File: config.mk
export PLATFORM = sky130hd
export DESIGN_NAME = instr_fetch
export DESIGN_NICKNAME = d
export VERILOG_FILES = /design/src/rtl/instr_fetch.sv
export SDC_FILE = /design/constraint.sdc
export NUM_CORES = 1
export LEC_CHECK = 0
export BUFFER_PORTS_ARGS = -buffer_cell sky130_fd_sc_hd__buf_4
export CORE_ASPECT_RATIO = 1.25
export CORE_MARGIN = 10
export CORE_UTILIZATION = 45
export CTS_BUF_LIST = sky130_fd_sc_hd__clkbuf_4
export DETAILED_ROUTE_END_ITERATION = 12
export PLACE_DENSITY = 0.72
export SYNTH_ARGS = -nofsm -noshare
export SYNTH_HDL_FRONTEND = slang
export SYNTH_SLANG_ARGS = --single-unit
File: constraint.sdc
create_clock -name clk -period 3.1 [get_ports clk]
set_clock_uncertainty 0.2 [all_clocks]
set_input_delay 0 -clock clk [delete_from_list [all_inputs] [get_ports clk]]
set_output_delay 0 -clock clk [all_outputs]
set_load 0.01 [all_outputs]
File: src/rtl/instr_fetch.sv
// rtl/instr_fetch.sv - Instruction fetch/sequencer feeding the CPU instruction input
// Loadable program memory, PC stepping with a fixed per-instruction hold window.
module instr_fetch #(
  parameter int                     INSTR_WIDTH = 20,
  parameter int                     PC_BITS     = 5,
  parameter int                     HOLD_CYCLES = 4,
  parameter logic [INSTR_WIDTH-1:0] NOP_INSTR   = {INSTR_WIDTH{1'b0}}
) (
  input  logic                   clk,
  input  logic                   rst,
  input  logic                   load_en,
  input  logic [PC_BITS-1:0]     load_addr,
  input  logic [INSTR_WIDTH-1:0] load_data,
  input  logic [PC_BITS-1:0]     prog_len,
  input  logic                   start,
  input  logic                   halt_req,
  output logic [INSTR_WIDTH-1:0] instruction,
  output logic [PC_BITS-1:0]     pc,
  output logic                   instr_valid,
  output logic                   busy,
  output logic                   done
);

  localparam int HCW = (HOLD_CYCLES > 1) ? $clog2(HOLD_CYCLES) : 1;
  localparam logic [HCW-1:0] HOLD_LAST = HCW'(HOLD_CYCLES - 1);

  typedef enum logic [1:0] {
    IDLE = 2'd0,
    RUN  = 2'd1,
    DONE = 2'd2
  } state_t;

  state_t                 state_q, state_d;
  logic [INSTR_WIDTH-1:0] instr_q, instr_d;
  logic [PC_BITS-1:0]     pc_q, pc_d;
  logic [PC_BITS-1:0]     plen_q, plen_d;
  logic [HCW-1:0]         hold_cnt_q, hold_cnt_d;
  logic                   valid_q, valid_d;
  logic                   halt_pending_q, halt_pending_d;
  logic                   mem_we;
  logic                   halt_set;
  logic [PC_BITS-1:0]     pc_next;

  // Program memory is deliberately outside the reset domain so it survives rst.
  logic [INSTR_WIDTH-1:0] mem_q [2**PC_BITS];

  always_ff @(posedge clk) begin
    if (mem_we) begin
      mem_q[load_addr] <= load_data;
    end
  end

  always_comb begin
    state_d        = state_q;
    instr_d        = instr_q;
    pc_d           = pc_q;
    plen_d         = plen_q;
    hold_cnt_d     = hold_cnt_q;
    valid_d        = 1'b0;
    halt_pending_d = halt_pending_q;
    mem_we         = 1'b0;
    halt_set       = halt_pending_q | halt_req;
    pc_next        = pc_q + 1'b1;

    case (state_q)
      IDLE, DONE: begin
        // A write and a start in the same cycle: the write wins.
        if (load_en) begin
          mem_we = 1'b1;
        end else if (start) begin
          state_d        = RUN;
          pc_d           = '0;
          instr_d        = mem_q[0];
          valid_d        = 1'b1;
          hold_cnt_d     = '0;
          plen_d         = prog_len;
          halt_pending_d = 1'b0;
        end
      end
      RUN: begin
        if (hold_cnt_q != HOLD_LAST) begin
          hold_cnt_d     = hold_cnt_q + 1'b1;
          halt_pending_d = halt_set;
        end else if (halt_set || (pc_q == plen_q)) begin
          state_d        = DONE;
          instr_d        = NOP_INSTR;
          halt_pending_d = 1'b0;
        end else begin
          pc_d       = pc_next;
          instr_d    = mem_q[pc_next];
          valid_d    = 1'b1;
          hold_cnt_d = '0;
        end
      end
      default: begin
        state_d = IDLE;
        instr_d = NOP_INSTR;
      end
    endcase
  end

  always_ff @(posedge clk or negedge rst) begin
    if (!rst) begin
      state_q        <= IDLE;
      instr_q        <= NOP_INSTR;
      pc_q           <= '0;
      plen_q         <= '0;
      hold_cnt_q     <= '0;
      valid_q        <= 1'b0;
      halt_pending_q <= 1'b0;
    end else begin
      state_q        <= state_d;
      instr_q        <= instr_d;
      pc_q           <= pc_d;
      plen_q         <= plen_d;
      hold_cnt_q     <= hold_cnt_d;
      valid_q        <= valid_d;
      halt_pending_q <= halt_pending_d;
    end
  end

  assign instruction = instr_q;
  assign pc          = pc_q;
  assign instr_valid = valid_q;
  assign busy        = (state_q == RUN);
  assign done        = (state_q == DONE);

endmodule

* Word level (Yosys, flattened, before mapping)
Memories as Yosys holds them, arrays and structs flattened. Index checks and enable logic that the tools add are counted. Widths: inputs -> output; s select.
Storage, ports and cells: output and inout port bits 28, bits in read-only memories 0, memories 1, logic and storage cells 67, bits of input ports 35, memory bits (writable) 640, bits in latches 0, bits in registers 36
Operators by class: bitwise gates (word level) 2, shifts and indexed selects 0, reductions and logical operators 10, add/sub/neg operators 2, div/mod/pow operators 0, multiply operators 0, muxes and demuxes 34, equality and inequality tests 11, $lt $le $gt $ge 0
Memory list:
- mem_q | words 32, width 20, rd ports 2, clocked after memory_dff 0, wr ports 1, RTL line 45 | logic [INSTR_WIDTH-1:0] mem_q [2**PC_BITS];
Operators with widths (count):
- $mux 20 | 4
- $pmux 20 s2 | 1
- $mux 5 | 4
- $mux 2 | 8
- $mux 1 | 12
- $reduce_and 4->1 | 3
- $ne 2x2->1 const B | 5
- $pmux 5 s2 | 1
- $pmux 2 s2 | 2
- $reduce_and 3->1 | 2
- $add 5x1->5 const B | 1
- $eq 5x5->1 | 1
- $reduce_and 5->1 | 1
- $pmux 1 s2 | 2
- $ne 3x1->1 const B | 1
- $ne 3x3->1 const B | 1
- $add 2x1->2 const B | 1
- $eq 2x1->1 const B | 1
- $eq 2x2->1 const B | 1
- $logic_not 2->1 | 1
- $ne 2x1->1 const B | 1
- $reduce_bool 2->1 | 1
- $reduce_or 2->1 | 1
- $logic_or 1x1->1 | 1
- other kinds (2) | 2

* Logic depth before layout (Yosys ltp)
Gate-level depths: netlist of run 1.
depth in word-level cells 5, mapped depth 9, mapped depth without buffers 6

* Least setup slack after synthesis of run 1
OpenSTA, ideal clock, no wires.
path type register to register, from reg state_q[0], to mem mem_q[14][0], enable pin, stages on the path, launching flop included 5, clock period less this slack 2664 ps, data arrival time 2067 ps, path buffers 1, setup time 397 ps, slack 436 ps, required time 2503 ps, cell sequence dfrtp_1 nand2b_1 or3b_2 clkbuf_1 nor2_1
On the way: word-level cells in the longest chain between the ends 5, elaborated cells on any way between the ends 6, those cells by class eq/ne: 1; mux: 3; reduce/logical: 2
Ends and longest elaborated chain:
- start, declared | RTL line 33 | state_t state_q, state_d;
- start signal, assigned | RTL line 112 | state_q <= state_d;
- $eq 2x2->1 / $logic_not 2->1 (equally long branches) | RTL line 65 | case (state_q)
- $reduce_or 2->1 * | RTL line 65
- $mux 1 * | RTL line 65
- $mux 1 * | RTL line 48 | if (mem_we) begin
- $mux 1 (not written as such) * | RTL line 49 | mem_q[load_addr] <= load_data;
- end, declared | RTL line 45
Mark *: on every way between the ends. The rest lies on a longest branch, timed or not.

* Worst setup path after layout of run 1
from reg state_q[0], to mem mem_q[23][8], enable pin
Same word-level chain as after synthesis.

==> results.sh, run 1 <==
export IMPL_outcome="finished clean"
export IMPL_synth_edf_count=640
export IMPL_grt_usage_pct=18.1
export IMPL_power_density_nw_per_um2=743
export IMPL_synth_area_leader_cell="edfxtp_1"
export IMPL_grt_start_max_net_pins=46
export IMPL_crit_required_ns=3.43
export IMPL_cp_end_kind="flop"
export IMPL_hold_viol=0
export IMPL_tns_ns=0
export IMPL_fin_area_sq_um=31100
export IMPL_place_congestion=0.780
export IMPL_antenna_found_initial=10
export IMPL_critical_path_top_delay_family="buffers and inverters"
export IMPL_routed_via_count=13900
export IMPL_p_sw_share_pct=26.5
export IMPL_rsz0062_at_grt="no"
export IMPL_crit_buf_inv=2
export IMPL_clkPwrFrac_pct=30.9
export IMPL_drive_above_1_share_pct=35.9
export IMPL_clockBufferDepth=3
export IMPL_worstPathCellList="nand4b_1 -> dlygate4sd3_1 -> nor2_2 -> buf_12"
export IMPL_clkTransAtPathRegs_ns=0.07
export IMPL_p_comb_share_pct=23.6
export IMPL_cts_tree="done"
export IMPL_grt_pass1_vias=14700
export IMPL_synth_flop_cell="edfxtp_1"
export IMPL_power_w=0.0231
export IMPL_drc=0
export IMPL_synthTopCellsByArea="edfxtp_1, mux4_2, dfrtp_1, mux2i_1, nand2_1"
export IMPL_postCtsResizedCells=0
export IMPL_clockRootBuffer="clkbuf_4"
export IMPL_fin_ws_ns=0.151
export IMPL_pwr_share_seq_pct=45.5
export IMPL_synth_seq_cells=676
export IMPL_cts_sinks=676
export IMPL_cts_buffers=151
export IMPL_final_common_cell="edfxtp_1"
export IMPL_p_int_w=0.0170
export IMPL_worstPathMaxFanout=17
export IMPL_p_leak_nw=10.1
export IMPL_dp_slack_ns=0.334
export IMPL_p_switching_w=0.00612
export IMPL_ys_warnings_count=0
export IMPL_maxSlewHeadroom_pct=20.4
export IMPL_ir_worst_vdd_mv=0.450
export IMPL_io_pins=63
export IMPL_cpPeakStageDelay_ns=0.87
export IMPL_layout_common_cells="edfxtp_1, clkbuf_4, mux4_2"
export IMPL_avgSynthCellArea_sq_um=20.8
export IMPL_drt_wirelength_per_cell_um=25.6
export IMPL_tightest_slew_ns=1.19
export IMPL_dr_pass1_iters=6
export IMPL_hold_path_class="input pin to flop"
export IMPL_worstSetupPathType="flop to flop"
export IMPL_startpoint_type="flop"
export IMPL_die_y_um=290
export IMPL_overflow=0
export IMPL_rows=99
export IMPL_maxCapViolations=0
export IMPL_initial_core_util_pct=45.3
export IMPL_area_delta_synth_final_pct=18.2
export IMPL_max_freq_mhz=339
export IMPL_synth_cell_types=42
export IMPL_worstPathArrival_ns=3.27
export IMPL_grt_pass1_wl_mm=93.9
export IMPL_setup_viol=0
export IMPL_chipWidth_um=236
export IMPL_clk_latency_ns=0.85
export IMPL_cp_slowest_cell="dlygate4sd3_1"
export IMPL_synth_top_cell_area_share_pct=73.1
export IMPL_postRouteAntennaNets=0
export IMPL_netlist_area_sq_um=26300
export IMPL_async_reset_ff_share_pct=5.33
export IMPL_syn_num_nets=1301
export IMPL_nets=1592
export IMPL_synth_seq_area_share_pct=76.5
export IMPL_port_buffers=62
export IMPL_dp_hpwl_mm=36.4
export IMPL_via_per_inst=5.71
export IMPL_fin_crit_ns=2.95
export IMPL_syn_inst=1264
export IMPL_final_max_slew_violation_count=0
export IMPL_core_sq_um=58100
export IMPL_first_iter_violations=1503
export IMPL_htreeDepth=4
export IMPL_dieArea_sq_um=68600
export IMPL_wl_mm=62.3
export IMPL_postPlaceCellArea_sq_um=28200
export IMPL_fin_crit_sh_pct=95.1
stage by stage:
step	hold slack, ns	utilization, %	instances
2_1_floorplan	-0.496	-	1264
3_3_place_gp	-0.139	48.6	2085
3_5_place_dp	-0.145	48.6	2085
4_1_cts	0.0481	53.5	2433
5_1_grt	0.0857	53.5	2437
6_report	0.0959	53.5	2437
logic make-up after synthesis:
kind of cell / synth area share [%]
buffers and inverters: 1.45
flip-flops: 76.5
multiplexers: 15.6
adder cells (fa/ha/maj): 0.0951
XOR/XNOR: 0.362
AND/OR/NAND/NOR: 2.76
AO/OA/AOI/OAI: 3.27
final timing paths:
kind / from / end / slack [ns] / depth (start not counted)
worst max-delay path: state_q[0] / mem_q[23][8] / 0.15 / 4
worst min-delay path: start / pc[1] / 0.1 / 5
worst max register to register: state_q[0] / mem_q[23][8] / 0.15 / 4
worst min register to register: mem_q[0][15] / instruction[15] / 0.32 / 2
max in group asynchronous: rst / instruction[11] / 1.91 / 5
min in group asynchronous: rst / instruction[8] / 0.51 / 5
synthesized netlist by cell type (all sizes together) (2+ instances only):
| library cell | number |
|---|---|
| a22o | 3 |
| a22oi | 20 |
| a32o | 23 |
| and3 | 2 |
| buf | 40 |
| clkbuf | 32 |
| dfrtp | 36 |
| edfxtp | 640 |
| ha | 2 |
| inv | 6 |
| mux2 | 7 |
| mux2i | 41 |
| mux4 | 160 |
| nand2 | 106 |
| nand2b | 3 |
| nand3 | 3 |
| nand3b | 3 |
| nand4b | 2 |
| nor2 | 41 |
| nor2b | 2 |
| nor3 | 2 |
| o211ai | 20 |
| o21ai | 43 |
| o31ai | 4 |
| or3 | 2 |
| or3b | 3 |
| xnor2 | 3 |
| xor2 | 7 |
worst reg2reg max path, delay by kind of cell, from the launching register on:
family / cells / cell delay [ns]
DFF: 1 / 0.50
buffers and inverters: 2 / 1.11
and+or+nand+nor: 2 / 0.82
power groups by stage:
stage | sequential, W | combinational [W] | clock [W]
4_1_cts | 0.0105 | 0.00555 | 0.00730
6_report | 0.0105 | 0.00545 | 0.00713
3_3_place_gp | 0.0107 | 0.00533 | 0
5_1_grt | 0.0105 | 0.00589 | 0.00776
2_1_floorplan | 0.0106 | 0.00385 | 0
3_5_place_dp | 0.0107 | 0.00540 | 0
state kept, by name, summed over array words and instances (netlist names):
signal / flops
hold_cnt_q: 2
halt_pending_q: 1
instr_valid: 1
pc: 5
mem_q: 640
instruction: 20
plen_q: 5
state_q: 2
metal layers:
| layer | GRT usage (%) | share of wire, % | wire, um | vias to the layer above |
|---|---|---|---|---|
| met1 | 22.9 | 37 | 23000 | 7199 |
| met3 | 3.89 | 8.9 | 5560 | 134 |
| met4 | 6.88 | 2.6 | 1600 | 12 |
| met2 | 30.2 | 51 | 32000 | 666 |
| met5 | 0 | 0.13 | 80 | - |
| li1 | - | - | - | 5916 |
what timing repair did:
item,4_1_cts,5_1_grt
hold endpoints to repair,1352,0
setup buffers,0,0
hold buffers,74,0
layout make-up:
cell class / instances / area, sq um
fillers: 4409 / 27000
flip-flops and latches: 676 / 20100
multi-input cells: 510 / 5920
repair buffers: 210 / 2000
clock buffers: 234 / 1760
well taps: 757 / 947
clock inverters: 40 / 302
inverters: 6 / 22.5
diodes: 4 / 10.0
Power figures use the tool's default switching activity.
==> run 2, diff against run 1 <==
CORE_UTILIZATION = 50   (was 45)
PLACE_DENSITY = 0.77   (was 0.72)
==> results.sh, run 2 (synthesis results as in run 1) <==
export IMPL_postRouteAntennaNets=0
export IMPL_initial_core_util_pct=50.8
export IMPL_port_buffers=62
export IMPL_top_usage_layer="met2"
export IMPL_cp_end_kind="flop"
export IMPL_hold_path_class="input pin to flop"
export IMPL_first_iter_violations=1401
export IMPL_fin_crit_sh_pct=90.9
export IMPL_maxCapViolations=0
export IMPL_layout_common_cells="edfxtp_1, clkbuf_4, mux4_2"
export IMPL_grt_usage_pct=20.0
export IMPL_r2r_cells=6
export IMPL_p_leak_nw=10.0
export IMPL_worstSetupPathType="flop to flop"
export IMPL_use_met2_pct=33.5
export IMPL_max_freq_mhz=355
export IMPL_crit_required_ns=3.41
export IMPL_clockBufferDepth=3
export IMPL_cp_slowest_cell="dlygate4sd3_1"
export IMPL_die_y_um=276
export IMPL_rsz0062_at_grt="no"
export IMPL_final_common_cell="edfxtp_1"
export IMPL_use_met3_pct=4.19
export IMPL_outcome="finished clean"
export IMPL_chipWidth_um=225
export IMPL_hold_buffers=78
export IMPL_min_from="load_addr[2]"
export IMPL_post_route_util_pct=59.7
export IMPL_dr_pass1_iters=6
export IMPL_startpoint_type="flop"
export IMPL_wl_mm=60.9
export IMPL_multi_input_area_sq_um=5920
export IMPL_drc=0
export IMPL_dieArea_sq_um=62200
export IMPL_hold_viol=0
export IMPL_setup_viol=0
export IMPL_cpPeakStageDelay_ns=0.73
export IMPL_core_sq_um=51800
export IMPL_fillCellCount=3569
export IMPL_routed_via_count=14000
export IMPL_largest_register="mem_q"
export IMPL_use_met1_pct=25.2
export IMPL_clk_latency_ns=0.90
export IMPL_overflow=0
export IMPL_clockRootBuffer="clkbuf_4"
export IMPL_r2r_start="state_q[0]"
export IMPL_dp_hpwl_mm=35.6
export IMPL_seq_area_sq_um=20100
export IMPL_min_to="mem_q[16][12]"
export IMPL_final_max_slew_violation_count=0
export IMPL_cts_sinks=676
export IMPL_worstPathCellList="buf_4 -> nand4b_1 -> buf_4 -> dlygate4sd3_1 -> nor2_2 -> buf_4"
export IMPL_place_congestion=0.785
export IMPL_rr_endpoint="mem_q[15][18]"
export IMPL_largest_register_ffs=640
export IMPL_nets=1582
export IMPL_htreeDepth=4
export IMPL_cts_tree="done"
export IMPL_antenna_found_initial=3
export IMPL_grt_pass1_wl_mm=92.7
export IMPL_r2r_slack_ns=0.28
export IMPL_worstPathArrival_ns=3.13
export IMPL_power_density_nw_per_um2=757
export IMPL_ir_worst_vdd_mv=0.457
export IMPL_postCtsResizedCells=0
export IMPL_fin_crit_ns=2.82
export IMPL_io_pins=63
export IMPL_grt_pass1_vias=14900
export IMPL_area_delta_synth_final_pct=17.5
export IMPL_cpMostUsedCell="buf_4"
export IMPL_tns_ns=0
export IMPL_worstPathMaxFanout=20
export IMPL_hold_depth=4
export IMPL_rows=93
export IMPL_grt_start_max_net_pins=65
export IMPL_cts_setup_buffers=0
export IMPL_drive_above_1_share_pct=35.2
export IMPL_maxSlewHeadroom_pct=20.7
export IMPL_tightest_slew_ns=1.19
export IMPL_via_per_inst=5.98
export IMPL_clkTransAtPathRegs_ns=0.07
export IMPL_cts_buffers=151
export IMPL_drt_wirelength_per_cell_um=26.1
==> run 2: cell types whose count changed in the layout (fill, tap and decap cells not counted), moves of 2 or more <==
cell,delta
dlygate4sd3_1,+3
clkinv_1,+3
buf_12,-3
clkbuf_4,-9
bufinv_16,+3
diode_2,-3
clkinvlp_4,-2
clkinv_2,+7
buf_4,-10
==> run 2: layer usage <==
metal	vias to the layer above	share of wire, %	wire length [um]
met4	4	2.6	1590
met2	687	52	31500
li1	5891	-	-
met1	7256	38	23000
met5	-	0.034	21
met3	114	8.0	4870
==> run 2: how the worst max path moves through the flow <==
| stage | start | to | slack (ns) |
|---|---|---|---|
| after global placement | pc[1] | instruction[9] | 0.34 |
| after floorplan | state_q[0] | mem_q[14][0] | 0.44 |
| after global routing | pc[1] | instruction[3] | 0.18 |
| after CTS | state_q[0] | mem_q[15][4] | 0.27 |
| final | state_q[0] | mem_q[15][18] | 0.28 |
| after detailed placement | pc[0] | instruction[11] | 0.33 |
==> run 2: area by class of cell <==
class	instances	area share (%)
tap	665	2.69
clock inverter	52	1.40
inverter	6	0.0729
timing repair buffer	200	6.13
antenna	1	0.00809
sequential	676	65.1
multi-input combinational	510	19.1
clock buffer	225	5.46
==> run 2: worst max-delay path: cells and delay by family (launching register included) <==
family	cells	cell delay (ns)
buffers and inverters	4	1.50
and+or+nand+nor	2	0.32
DFF	1	0.45
==> run 2: through the flow <==
stage,area (sq um),setup WS (ns),hold WS [ns],cells,power [W]
floorplan,26300,0.436,-0.496,1264,0.0145
global placement,28000,0.336,-0.154,1979,0.0160
detailed placement,28000,0.330,-0.143,1979,0.0161
CTS,30900,0.267,0.135,2334,0.0236
global route,30900,0.177,0.180,2335,0.0245
finish,30900,0.282,0.209,2335,0.0234
==> run 2: power by group <==
part           total (W)  internal, W  switching (W)
combinational    0.00551      0.00283        0.00268
clock            0.00736      0.00402        0.00334
sequential        0.0105       0.0103       0.000270
==> run 3, diff against run 2 <==
BUFFER_PORTS_ARGS = -buffer_cell sky130_fd_sc_hd__buf_2   (was -buffer_cell sky130_fd_sc_hd__buf_4)
GPL_TIMING_DRIVEN = 0   (was not set)
REMOVE_ABC_BUFFERS = 1   (was not set)
==> results.sh, run 3 (synthesis results as in run 1) <==
export IMPL_crit_path_start="state_q[0]"
export IMPL_tightest_slew_ns=1.19
export IMPL_largest_register_ffs=640
export IMPL_routed_via_count=14400
export IMPL_rsz0062_at_grt="no"
export IMPL_drc=0
export IMPL_hold_viol=0
export IMPL_r2r_slack_ns=0.06
export IMPL_worstPathCellList="nand2b_1 -> or3b_2 -> nor2_2 -> buf_8"
export IMPL_postRouteAntennaNets=0
export IMPL_startpoint_type="flop"
export IMPL_clockBufferDepth=3
export IMPL_io_pins=63
export IMPL_clk_latency_ns=0.87
export IMPL_setup_viol=0
export IMPL_worstSetupPathType="flop to flop"
export IMPL_dp_slack_ns=-0.917
export IMPL_antenna_found_initial=6
export IMPL_critical_path_top_delay_family="simple AND/OR/NAND/NOR gates"
export IMPL_grt_pass1_wl_mm=96.2
export IMPL_cp_slowest_cell="nor2_2"
export IMPL_worstPathArrival_ns=3.39
export IMPL_rows=93
export IMPL_first_iter_violations=2085
export IMPL_wl_mm=64.1
export IMPL_nets=1580
export IMPL_hold_path_class="input pin to flop"
export IMPL_maxCapViolations=0
export IMPL_fillCellCount=3427
export IMPL_dieArea_sq_um=62200
export IMPL_overflow=0
export IMPL_chipWidth_um=225
export IMPL_dr_pass1_iters=6
export IMPL_multi_input_area_sq_um=6010
export IMPL_fin_ws_ns=0.0644
export IMPL_fin_crit_ns=3.04
export IMPL_largest_register="mem_q"
export IMPL_core_sq_um=51800
export IMPL_clockRootBuffer="clkbuf_4"
export IMPL_max_freq_mhz=329
export IMPL_p_leak_nw=9.99
export IMPL_place_inst=1961
export IMPL_grt_usage_pct=20.8
export IMPL_cp_end_kind="flop"
export IMPL_fin_crit_sh_pct=97.9
export IMPL_power_density_nw_per_um2=744
export IMPL_crit_buf_inv=1
export IMPL_layout_common_cells="edfxtp_1, clkbuf_4, mux4_2"
export IMPL_dp_hpwl_mm=34.9
export IMPL_grt_pass1_vias=15400
export IMPL_via_per_inst=6.19
export IMPL_cts_tree="done"
export IMPL_crit_required_ns=3.45
export IMPL_min_from="load_data[6]"
export IMPL_port_buffers=62
export IMPL_htreeDepth=4
export IMPL_clkTransAtPathRegs_ns=0.07
export IMPL_cts_buffers=156
export IMPL_area_delta_synth_final_pct=17.7
export IMPL_drt_wirelength_per_cell_um=27.6
export IMPL_place_congestion=0.766
export IMPL_final_common_cell="edfxtp_1"
export IMPL_grt_start_max_net_pins=60
export IMPL_die_y_um=276
export IMPL_ir_worst_vdd_mv=0.503
export IMPL_worstPathMaxFanout=12
export IMPL_seq_area_sq_um=20100
export IMPL_cts_sinks=676
export IMPL_final_max_slew_violation_count=0
export IMPL_instances_no_fill=2321
export IMPL_outcome="finished clean"
export IMPL_maxSlewHeadroom_pct=20.6
export IMPL_r2r_start="state_q[0]"
export IMPL_cpPeakStageDelay_ns=0.82
export IMPL_initial_core_util_pct=50.8
export IMPL_drive_above_1_share_pct=35.2
-- run 3: power breakdown --
| part | internal, W | total, W | switching, W | leakage (nW) |
|---|---|---|---|---|
| combinational | 0.00293 | 0.00574 | 0.00281 | 2.61 |
| sequential | 0.0103 | 0.0105 | 0.000234 | 6.22 |
| clock | 0.00347 | 0.00678 | 0.00331 | 1.16 |
-- run 3: worst paths after layout --
| path | end | cells past startpoint |
|---|---|---|
| min reg2reg | instruction[17] | 2 |
| max in group asynchronous | instruction[11] | 5 |
| min | mem_q[11][6] | 2 |
| max reg2reg | mem_q[10][18] | 4 |
| max | mem_q[10][18] | 4 |
| min in group asynchronous | hold_cnt_q[1] | 5 |
-- run 3: worst register-to-register path: stages (launching register included) --
cell,delay (ns)
dfrtp_1,0.55
nand2b_1,0.27
or3b_2,0.64
nor2_2,0.82
buf_8,0.26
-- run 3: timing repair --
item,4_1_cts,5_1_grt
pin swaps,1,2
setup buffers,11,3
cloned,1,0
hold endpoints to repair,1352,0
hold buffers,74,0
gates resized for setup,3,2
endpoints found under the setup margin,21,7
-- run 3: metrics by stage --
| step | instance area, sq um | setup TNS, ns | util (%) | total power (W) | hold slack [ns] |
|---|---|---|---|---|---|
| 2_1_floorplan | 25900 | -217.41 | - | 0.0137 | -0.496 |
| 3_3_place_gp | 27100 | -625.54 | 52.3 | 0.0142 | 0.0320 |
| 3_5_place_dp | 28100 | -16.02 | 54.3 | 0.0160 | 0.0383 |
| 4_1_cts | 30900 | 0 | 59.7 | 0.0230 | 0.00217 |
| 5_1_grt | 31000 | 0 | 59.8 | 0.0240 | 0.0538 |
| 6_report | 31000 | 0 | 59.8 | 0.0230 | 0.0459 |
-- run 3: cell type report --
cell class              count  share of cell area, %
diodes                      2                 0.0162
clock buffers             238                   5.77
clock inverters            31                  0.376
multi-input cells         511                   19.4
inverters                   6                 0.0728
well taps                 665                   2.69
flip-flops and latches    676                   65.0
repair buffers            192                   6.65
-- run 3: layer usage --
metal / wire, um / GRT usage [%] / vias to the layer above
li1: - / - / 5888
met1: 22900 / 26.0 / 7315
met3: 7080 / 5.86 / 185
met5: 35 / 0 / -
met2: 31800 / 33.3 / 980
met4: 2260 / 9.60 / 6
